`src/rtl/rdc_sequencer.sv`:
```
// Arms the Request Duration Counter, captures its offender vector on interrupt,
// drains offender indices to software over valid/ready, then holds the RDC off.
module rdc_sequencer #(
  parameter  int N_CORES       = 4,
  parameter  int CORE_EVENTS   = 2,
  parameter  int HOLDOFF_WIDTH = 8,
  parameter  int CNT_WIDTH     = 16,
  localparam int N_EV          = N_CORES * CORE_EVENTS,
  localparam int ID_W          = (N_EV > 1) ? $clog2(N_EV) : 1
) (
  input  logic                     clk_i,
  input  logic                     rst_i,
  input  logic                     sw_enable_i,
  input  logic [HOLDOFF_WIDTH-1:0] holdoff_cycles_i,
  input  logic                     interruption_rdc_i,
  input  logic [N_EV-1:0]          interruption_vector_rdc_i,
  output logic                     rdc_enable_o,
  output logic                     irq_o,
  output logic                     evt_valid_o,
  input  logic                     evt_ready_i,
  output logic [ID_W-1:0]          evt_id_o,
  output logic [CNT_WIDTH-1:0]     episode_cnt_o,
  output logic                     busy_o
);

  typedef enum logic [2:0] {
    S_IDLE,
    S_ARM,
    S_CAPTURE,
    S_DRAIN,
    S_HOLDOFF
  } state_t;

  state_t                   state_q, state_d;
  logic [N_EV-1:0]          pending_q, pending_d;
  logic [HOLDOFF_WIDTH-1:0] hold_q, hold_d;
  logic [CNT_WIDTH-1:0]     episode_d;
  logic                     rdc_enable_d, irq_d, evt_valid_d;
  logic [ID_W-1:0]          evt_id_d;

  // Index of the lowest set bit; zero when the vector is empty.
  function automatic logic [ID_W-1:0] lowest_set(input logic [N_EV-1:0] vec);
    lowest_set = '0;
    for (int i = N_EV - 1; i >= 0; i--) begin
      if (vec[i]) lowest_set = ID_W'(i);
    end
  endfunction

  // NOTE: every signal driven here gets a default first so no latch is inferred;
  // blocking assignments are correct in combinational logic, sequential state uses <=.
  always_comb begin
    state_d   = state_q;
    pending_d = pending_q;
    hold_d    = hold_q;
    episode_d = episode_cnt_o;

    if (!sw_enable_i) begin
      state_d   = S_IDLE;
      pending_d = '0;
    end else begin
      unique case (state_q)
        S_IDLE: state_d = S_ARM;
        S_ARM: begin
          if (interruption_rdc_i) state_d = S_CAPTURE;
        end
        S_CAPTURE: begin
          // The RDC vector is still valid in this cycle only.
          pending_d = interruption_vector_rdc_i;
          if (episode_cnt_o != '1) episode_d = episode_cnt_o + CNT_WIDTH'(1);
          state_d = (|interruption_vector_rdc_i) ? S_DRAIN : S_HOLDOFF;
        end
        S_DRAIN: begin
          if (evt_ready_i) begin
            pending_d = pending_q & ~(N_EV'(1) << evt_id_o);
            if (pending_d == '0) state_d = S_HOLDOFF;
          end
        end
        S_HOLDOFF: begin
          if (hold_q == '0) state_d = S_ARM;
          else              hold_d  = hold_q - HOLDOFF_WIDTH'(1);
        end
        default: state_d = S_IDLE;
      endcase
    end

    // Hold-off length is sampled once, on the edge that enters HOLDOFF.
    if (state_d == S_HOLDOFF && state_q != S_HOLDOFF) hold_d = holdoff_cycles_i;

    rdc_enable_d = (state_d == S_ARM);
    irq_d        = (state_d == S_DRAIN);
    evt_valid_d  = (state_d == S_DRAIN);
    evt_id_d     = (state_d == S_DRAIN) ? lowest_set(pending_d) : '0;
  end

  // NOTE: reset is synchronous and clears the pending vector as well, so offenders
  // captured before a reset can never be presented afterwards.
  always_ff @(posedge clk_i) begin
    if (rst_i) begin
      state_q       <= S_IDLE;
      pending_q     <= '0;
      hold_q        <= '0;
      episode_cnt_o <= '0;
      rdc_enable_o  <= 1'b0;
      irq_o         <= 1'b0;
      evt_valid_o   <= 1'b0;
      evt_id_o      <= '0;
    end else begin
      state_q       <= state_d;
      pending_q     <= pending_d;
      hold_q        <= hold_d;
      episode_cnt_o <= episode_d;
      rdc_enable_o  <= rdc_enable_d;
      irq_o         <= irq_d;
      evt_valid_o   <= evt_valid_d;
      evt_id_o      <= evt_id_d;
    end
  end

  assign busy_o = (state_q == S_CAPTURE) || (state_q == S_DRAIN) || (state_q == S_HOLDOFF);

endmodule

```
`config.mk`:
```
export PLATFORM = sky130hd
export DESIGN_NAME = rdc_sequencer
export DESIGN_NICKNAME = d
export VERILOG_FILES = /design/src/rtl/rdc_sequencer.sv
export SDC_FILE = /design/constraint.sdc
export NUM_CORES = 1
export LEC_CHECK = 0
export ABC_AREA = 1
export BUFFER_PORTS_ARGS = -buffer_cell sky130_fd_sc_hd__buf_2
export CAP_MARGIN = 40
export CELL_PAD_IN_SITES_DETAIL_PLACEMENT = 0
export CELL_PAD_IN_SITES_GLOBAL_PLACEMENT = 1
export CORE_ASPECT_RATIO = 0.9
export CORE_MARGIN = 4
export CORE_UTILIZATION = 42
export CTS_CLUSTER_DIAMETER = 60
export DETAILED_ROUTE_END_ITERATION = 6
export PLACE_DENSITY_LB_ADDON = 0.1
export SLEW_MARGIN = 20
export SYNTH_ARGS = -nofsm -noshare
export SYNTH_HDL_FRONTEND = slang
export SYNTH_SLANG_ARGS = --single-unit
```
`constraint.sdc`:
```
create_clock -name clk_i -period 3.07 [get_ports clk_i]
set_clock_uncertainty 0.2 [all_clocks]
set_input_delay 0.921 -clock clk_i [delete_from_list [all_inputs] [get_ports clk_i]]
set_output_delay 0.921 -clock clk_i [all_outputs]
set_load 0.05 [all_outputs]
```
# --- Word-level counts from Yosys, hierarchy flattened ---
# Index checks and enable logic that the tools add are counted.
# Widths: inputs -> output; s select.
word_totals:
  register_bits: 40
  latchBits: 0
  ram_bits: 0
  rom_bits: 0
  inputBits: 21
  output_inout_bits: 23
  elab_cells: 60
  mem_count: 0
classes:
  add_sub_neg: 2
  n_mul: 0
  div_mod_pow: 0
  order_cmp: 0
  n_eq_ne: 10
  shift: 1
  mux: 21
  bitwise: 3
  n_reduce_logical: 14
op_table:
  columns: ["operator", "count"]
  rows:
  - ["$mux 8", 6]
  - ["$mux 3", 10]
  - ["$add 16x1->16 const B", 1]
  - ["$logic_not 8->1", 2]
  - ["$ne 16x16->1 const B", 1]
  - ["$pmux 8 s2", 1]
  - ["$pmux 3 s5", 1]
  - ["$eq 3x2->1 const B", 3]
  - ["$and 8x8->8", 1]
  - ["$not 8->8", 1]
  - ["$reduce_or 8->1", 1]
  - ["$shl 1x3->8 const A", 1]
  - ["$sub 8x1->8 const B", 1]
  - ["$eq 3x1->1 const B", 2]
  - ["$eq 3x3->1 const B", 2]
  - ["$reduce_and 3->1", 2]
  - ["$reduce_or 6->1", 1]
  - ["$mux 2", 2]
  - ["$reduce_bool 2->1", 2]
  - ["$reduce_or 4->1", 1]
  - ["$logic_not 3->1", 1]
  - ["$ne 3x3->1 const B", 1]
  - ["$reduce_or 3->1", 1]
  - ["$logic_or 1x1->1", 2]
  - ["4 further kinds", 4]

# --- Logic depth before layout (Yosys ltp) ---
# Gate-level depths: netlist (run 1).
logic_depth:
  word_depth: 13
  mapped_depth: 15
  ltp_nobuf: 15

# --- Worst setup path before layout (run 1) ---
# Ideal clock, no wire load.
synth_timing:
  path_kind: "flip-flop to output port"
  start: "register state_q[1]"
  end: "output port busy_o"
  t_arrival_ns: 1.557
  t_required_ns: 1.949
  setup_slack_ns: 0.392
  stages_incl_launch_ff: 3
  n_path_buf: 0
  path_cell_list: "dfxtp_1 inv_1 o21ai_0"
synth_between:
  elab_chain_len: 3
  elab_cells_between_ends: 5
  cone_classes: "eq/ne (3); reduce/logical (2)"
synth_rtl:
  columns: ["item", "line", "rtl"]
  rows:
  - ["start, declared", "34", "state_t state_q, state_d;"]
  - ["start signal, assigned", "108", "state_q <= state_d;"]
  - ["$eq 3x2->1", "119", "assign busy_o = (state_q == S_CAPTURE) || (state_q == S_DRAIN) || (state_q == S_HOLDOFF);"]
  - ["$logic_or 1x1->1", "119", null]
  - ["$logic_or 1x1->1 *", "119", null]
  - ["end, declared", "23", "output logic busy_o"]
# Every way passes the cells marked *; elsewhere a longest branch is shown, timed or not.

# --- Worst setup path after layout (run 1) ---
# Ends and elaborated chain as after synthesis.

==> flow_metrics.tcl, run 1 <==
set metrics [dict create \
    outcome "finished clean" \
    cts_root_buffer "clkbuf_8" \
    wl_mm 6.11 \
    synth_flop_cell "dfxtp_1" \
    max-cap-violations 0 \
    seqCellArea_um2 801 \
    yosysMostFrequentCell "nand2_1" \
    synth-edff-count 0 \
    rsz0062_at_grt "no" \
    final_hold_viol_count 0 \
    grt_pass1_wl_mm 10.1 \
    dpl.cell_count 470 \
    h-tree-depth 2 \
    synth_top_family_by_area "simple AND/OR/NAND/NOR gates" \
    synth_common_cells "92 x nand2_1, 43 x nor2_1, 40 x dfxtp_1, 34 x inv_1, 33 x nand3_1" \
    synth_area_um2 2450 \
    io_buffers 43 \
    hold_class "flop to flop" \
    yosys.area_share.adder_pct 1.02 \
    cp-end-kind "output pin" \
    syn_inst 364 \
    via_count 2415 \
    path_clk_slew_ns 0.08 \
    dp_slack_ns 0.575 \
    synth_xor_xnor_area_share_pct 5.37 \
    antenna_cells 0 \
    nFillCells 613 \
    r2r_cells 9 \
    ys_types 40 \
    gp_congestion 0.873 \
    cts_tree "built" \
    finalCriticalPeriod_ns 2.53 \
    cts-buffers-inserted 5 \
    fin_util_pct 49.8 \
    start_util_pct 43.2 \
    instances_no_fill 478 \
    finalSetupTns_ns 0 \
    hold_depth 2 \
    synth_fp_nets 387 \
    hpwlAfterDp_mm 4.62 \
    wl_per_cell_um 12.8 \
    synth_compound_area_share_pct 11.5 \
    worst_ep_arrival_time_ns 1.40 \
    p_leak_nw 1.29 \
    synthTopCellsByArea "dfxtp_1 33%, nand2_1 14%, nand3_1 6.8%, nor2_1 6.6%, inv_1 5.2%" \
    die_area_um2 7110 \
    drtIter0Drc 107 \
    setup_viol 0 \
    cts_buffer_depth 2 \
    hold_buffers 0 \
    grt_overflow 0 \
    grt_usage_pct 18.0 \
    fin_area_um2 2820 \
    fp.dieH_um 80.4 \
    ant_nets 0 \
    core_area_um2 5660 \
    placed_cell_area_um2 2710 \
    antenna_found_initial 0 \
    synthMuxAreaShare_pct 0 \
    firstDrtPassIters 4 \
    fp-row-count 26 \
    syn_to_final_growth_pct 15.2 \
    powerDensity_nw_per_um2 367 \
    synth_top_area_share_pct 32.7 \
    cp.required_ns 1.95 \
    criticalPathCategory "flop to output pin" \
    crit_fanout 12 \
    worst_slew_pin_slew_ns 0.412 \
    drive_gt1_share_pct 19.6 \
    peakVddDrop_mv 0.263 \
    remaining_drc_errors 0 \
    slew_headroom_pct 72.3 \
    cts_setup_buffers 0 \
    reg2reg_slack_ns 1.04 \
    synthSimpleGateAreaFrac_pct 39.5 \
    ys_warn_count 0 \
    multi_input_area_um2 1400 \
    drv_slew 0 \
    clock_latency_ns 0.29 \
    synth-seq-area-share_pct 32.7 \
    finalNetCount 430 \
    num_io_pins 44 \
    ys_ff_latch 40 \
    timing.hold.ws_ns 0.301 \
    async_flop_share_pct 0 \
    routed_via_density 5.05 \
    synth_top_cell_by_area "dfxtp_1" \
    start_kind "flop" \
    fp.dieW_um 88.4 \
    grt_max_degree 21 \
    cts.repair.resized 0 \
    fin_ws_ns 0.544 \
    clock_sink_count 40 \
    power_mw 1.03 \
    avgSynthCellArea_um2 6.72 \
    timing.fmax_mhz 396 \
    min_period_over_period_pct 82.3 \
    grt_pass1_vias 2217 \
]
## worst max-delay path: stages (launching register included)
cell	delay, ns
dfxtp_1	0.35
inv_1	0.13
nand3_1	0.08
buf_4	0.19
o21ai_0	0.08
buf_2	0.28
## final timing paths
| path | endpoint | from |
|---|---|---|
| worst max-delay path | busy_o | state_q[1] |
| worst min-delay path | episode_cnt_o[8] | episode_cnt_o[8] |
| worst max register to register | episode_cnt_o[5] | episode_cnt_o[0] |
| worst min register to register | episode_cnt_o[8] | episode_cnt_o[8] |
## where the power goes
| part | internal [mW] | switching [mW] | total (mW) |
|---|---|---|---|
| registers | 0.522 | 0.00256 | 0.525 |
| logic | 0.0252 | 0.0519 | 0.0771 |
| clock network | 0.241 | 0.190 | 0.431 |
| total | 0.789 | 0.244 | 1.03 |
## layout by cell type, fill, tap and decap left out, types with 5 or more instances in the layout
master and n:
nand2_1 92, nor2_1 43, buf_2 43, dfxtp_1 40, inv_1 34, nand3_1 33
a21oi_1 22, o21ai_0 12, nand4_1 11, xor2_1 11, inv_2 9, clkbuf_8 5
## final cells by class
class	instances	area share, %
repair buffers	47	8.70
clock buffers	6	2.57
clock inverters	2	1.24
flip-flops and latches	40	28.4
inverters	45	6.17
well taps	70	3.11
multi-input cells	268	49.8
## flip-flops by register name (all words and copies together), names as in the netlist
signal / cells
evt_valid_o: 1
hold_q: 8
evt_id_o: 3
state_q: 3
episode_cnt_o: 16
pending_q: 8
rdc_enable_o: 1
## logic make-up after synthesis
logic type / after synthesis
AND/OR/NAND/NOR: 203
buffers and inverters: 56
AO/OA/AOI/OAI: 48
flip-flops: 40
XOR/XNOR: 15
adder cells (fa/ha/maj): 2
## routing by layer
layer | global-route usage, % | vias to the layer above | wire, µm
met1 | 24.3 | 1113 | 3080
met2 | 29.4 | 37 | 2780
met4 | 4.08 | 0 | 58
met3 | 3.79 | 4 | 203
li1 | - | 1261 | -
met5 | 0 | - | 0
Note: power is estimated with default switching activity, not from simulation.
==> run 2, diff against run 1 <==
ABC_AREA = 0   (was 1)
CORE_UTILIZATION = 36   (was 42)
clock period = 2.2 ns   (was 3.07 ns; I/O delays follow)
==> run 2 against run 1 <==
Net effect: the flow now finishes with violations (negative setup slack); count of clock-buffer cells in the layout up 1; final cell count down 3.8%; synthesized cell count down 23%; core utilization up 3.1 points; area after synthesis down 7.5%; sequential share of layout area down 3.0 points; die area up 7.2%; critical path type is now input pin to flop; critical endpoint is now hold_q[1].
==> flow_metrics.tcl, run 2 <==
set metrics [dict create \
    outcome "finished, violations left" \
    violations "negative setup slack" \
    synth_flop_cell "dfxtp_1" \
    crit_fanout 3 \
    fp-row-count 27 \
    synth-edff-count 0 \
    io_buffers 43 \
    setup_viol 7 \
    dp_slack_ns -0.370 \
    syn_to_final_growth_pct 43.0 \
    synth_common_cells "40 x dfxtp_1, 30 x nor2_1, 25 x nand2_1, 18 x a21oi_1, 15 x o21ai_0" \
    finalCriticalPeriod_ns 2.24 \
    yosys.area_share.adder_pct 1.11 \
    drtIter0Drc 76 \
    synth_fp_nets 304 \
    cts_root_buffer "clkbuf_8" \
    timing.fmax_mhz 446 \
    p_leak_nw 1.36 \
    fin_util_pct 52.9 \
    synthTopCellsByArea "dfxtp_1 35%, nor2_1 5.0%, nand2_1 4.1%, a21oi_1 4.0%, mux2i_1 3.5%" \
    hold_class "flop to flop" \
    cts_tree "built" \
    routed_via_density 5.12 \
    synth_top_family_by_area "simple AND/OR/NAND/NOR gates" \
    synth_top_cell_by_area "dfxtp_1" \
    power_mw 1.57 \
    yosysMostFrequentCell "dfxtp_1" \
    peakVddDrop_mv 0.281 \
    gp_congestion 0.860 \
    async_flop_share_pct 0 \
    grt_max_degree 30 \
    cts-buffers-inserted 5 \
    max-cap-violations 0 \
    finalNetCount 395 \
    largest_reg_flops 16 \
    multi_input_area_um2 1430 \
    powerDensity_nw_per_um2 485 \
    clock_sink_count 40 \
    die_area_um2 7620 \
    wl_mm 6.45 \
    slew_headroom_pct 72.2 \
    criticalPathCategory "input pin to flop" \
    hpwlAfterDp_mm 4.66 \
    fp.dieH_um 83.2 \
    grt_pass1_vias 2179 \
    synthMuxAreaShare_pct 4.20 \
    final_common_cell "buf_4" \
    avgSynthCellArea_um2 8.05 \
    placed_cell_area_um2 2880 \
    syn_inst 281 \
    worst_ep_arrival_time_ns 2.24 \
    final_hold_viol_count 0 \
    num_io_pins 44 \
    h-tree-depth 2 \
    largestRegisters "episode_cnt_o x16, hold_q x8, pending_q x8" \
    ant_nets 0 \
    synth-seq-area-share_pct 35.4 \
    via_count 2357 \
    fin_area_um2 3240 \
    start_util_pct 37.0 \
    worst_slew_pin_slew_ns 0.415 \
    start_kind "input pin" \
    synth_xor_xnor_area_share_pct 3.87 \
    synth_compound_area_share_pct 21.6 \
    wl_per_cell_um 14.0 \
    grt_pass1_wl_mm 10.4 \
    fin_ws_ns -0.0410 \
    ys_warn_count 0 \
    drv_slew 0 \
    cts_buffer_depth 2 \
    cp.required_ns 2.20 \
    synth_top_area_share_pct 35.4 \
    antenna_found_initial 0 \
    synth_area_um2 2260 \
    rsz0062_at_grt "yes" \
    ys_types 63 \
    core_area_um2 6110 \
    cp-end-kind "flop" \
    ys_ff_latch 40 \
    grt_overflow 0 \
    drive_gt1_share_pct 39.7 \
    min_period_over_period_pct 102 \
    firstDrtPassIters 4 \
    seqCellArea_um2 822 \
    remaining_drc_errors 0 \
    nFillCells 579 \
    fp.dieW_um 91.6 \
    final_cell_mix "49 x buf_4, 41 x buf_2, 30 x nor2_1, 27 x dfxtp_1, 24 x nand2_1" \
    synthSimpleGateAreaFrac_pct 28.3 \
    regMostFlops "episode_cnt_o" \
    path_clk_slew_ns 0.08 \
    antenna_cells 0 \
    clock_latency_ns 0.29 \
    finalSetupTns_ns -0.131 \
    grt_usage_pct 16.7 \
]
==> run 2: cell types whose count changed after synthesis, moves of 8 or more <==
cell	previous run	this run
inv_1	34	12
a31oi_1	1	9
nand4_1	11	3
nand3_1	33	10
mux2i_1	0	8
nor2_1	43	30
nand2_1	92	25
inv_2	9	1
or3_1	0	8
==> run 2: cell families (layout without fill, tap and decap cells) <==
kind of cell	Yosys count	after routing
AOI/OAI and AO/OA	73	73
xor gates and xnor gates	10	10
adders and majority gates	2	2
buffers and inverters	27	119
DFF	40	40
muxes	9	9
and+or+nand+nor	120	120
==> run 2: area by class of cell <==
| cell class | instances | share of cell area (%) |
|---|---|---|
| inverter | 13 | 1.51 |
| tap | 87 | 3.36 |
| timing repair buffer | 98 | 21.7 |
| multi-input combinational | 214 | 44.1 |
| clock buffer | 7 | 2.98 |
| clock inverter | 1 | 0.928 |
| sequential | 40 | 25.4 |
==> run 2: timing repair <==
item	CTS	global route
setup buffers	2	9
setup endpoints to repair	9	17
pin swaps	1	10
endpoints found under the hold margin	0	0
gates resized for setup	13	16
gates cloned	0	1
hold buffers	0	0
==> run 2: stage by stage <==
step	hold slack [ns]	instances
final	0.290	460
after global routing	0.321	460
after CTS	0.288	450
after detailed placement	0.275	440
after global placement	0.271	440
after floorplan	0.249	281
==> run 2: worst max-delay path: stages <==
cell and delay, ns:
buf_6 0.09, or4_4 0.55, o31a_1 0.32, nor2_2 0.14
a21oi_4 0.07, or2_0 0.20, a32o_1 0.21
==> run 2: path summary, 6_finish.rpt <==
path	from	endpoint	slack, ns	cells after the start
worst max-delay path	interruption_vector_rdc_i[1]	hold_q[1]	-0.04	7
worst max register to register	state_q[2]	evt_id_o[1]	0.05	9
worst min register to register	hold_q[5]	hold_q[5]	0.29	2
worst min-delay path	hold_q[5]	hold_q[5]	0.29	2
==> run 2: routing by layer <==
metal  vias to the layer above  global-route usage, %  wire [µm]
li1                       1193                      -          -
met1                      1109                   23.7       3260
met2                        46                   25.0       2800
met3                         9                   4.26        297
met4                         0                   4.52         81
met5                         -                      0          0
==> run 2: power by group <==
| group | leakage (nW) | switching (mW) | total, mW | internal (mW) |
|---|---|---|---|---|
| Sequential | 0.330 | 0.00347 | 0.728 | 0.725 |
| Combinational | 0.964 | 0.0897 | 0.177 | 0.0870 |
| Clock | 0.0645 | 0.263 | 0.664 | 0.401 |
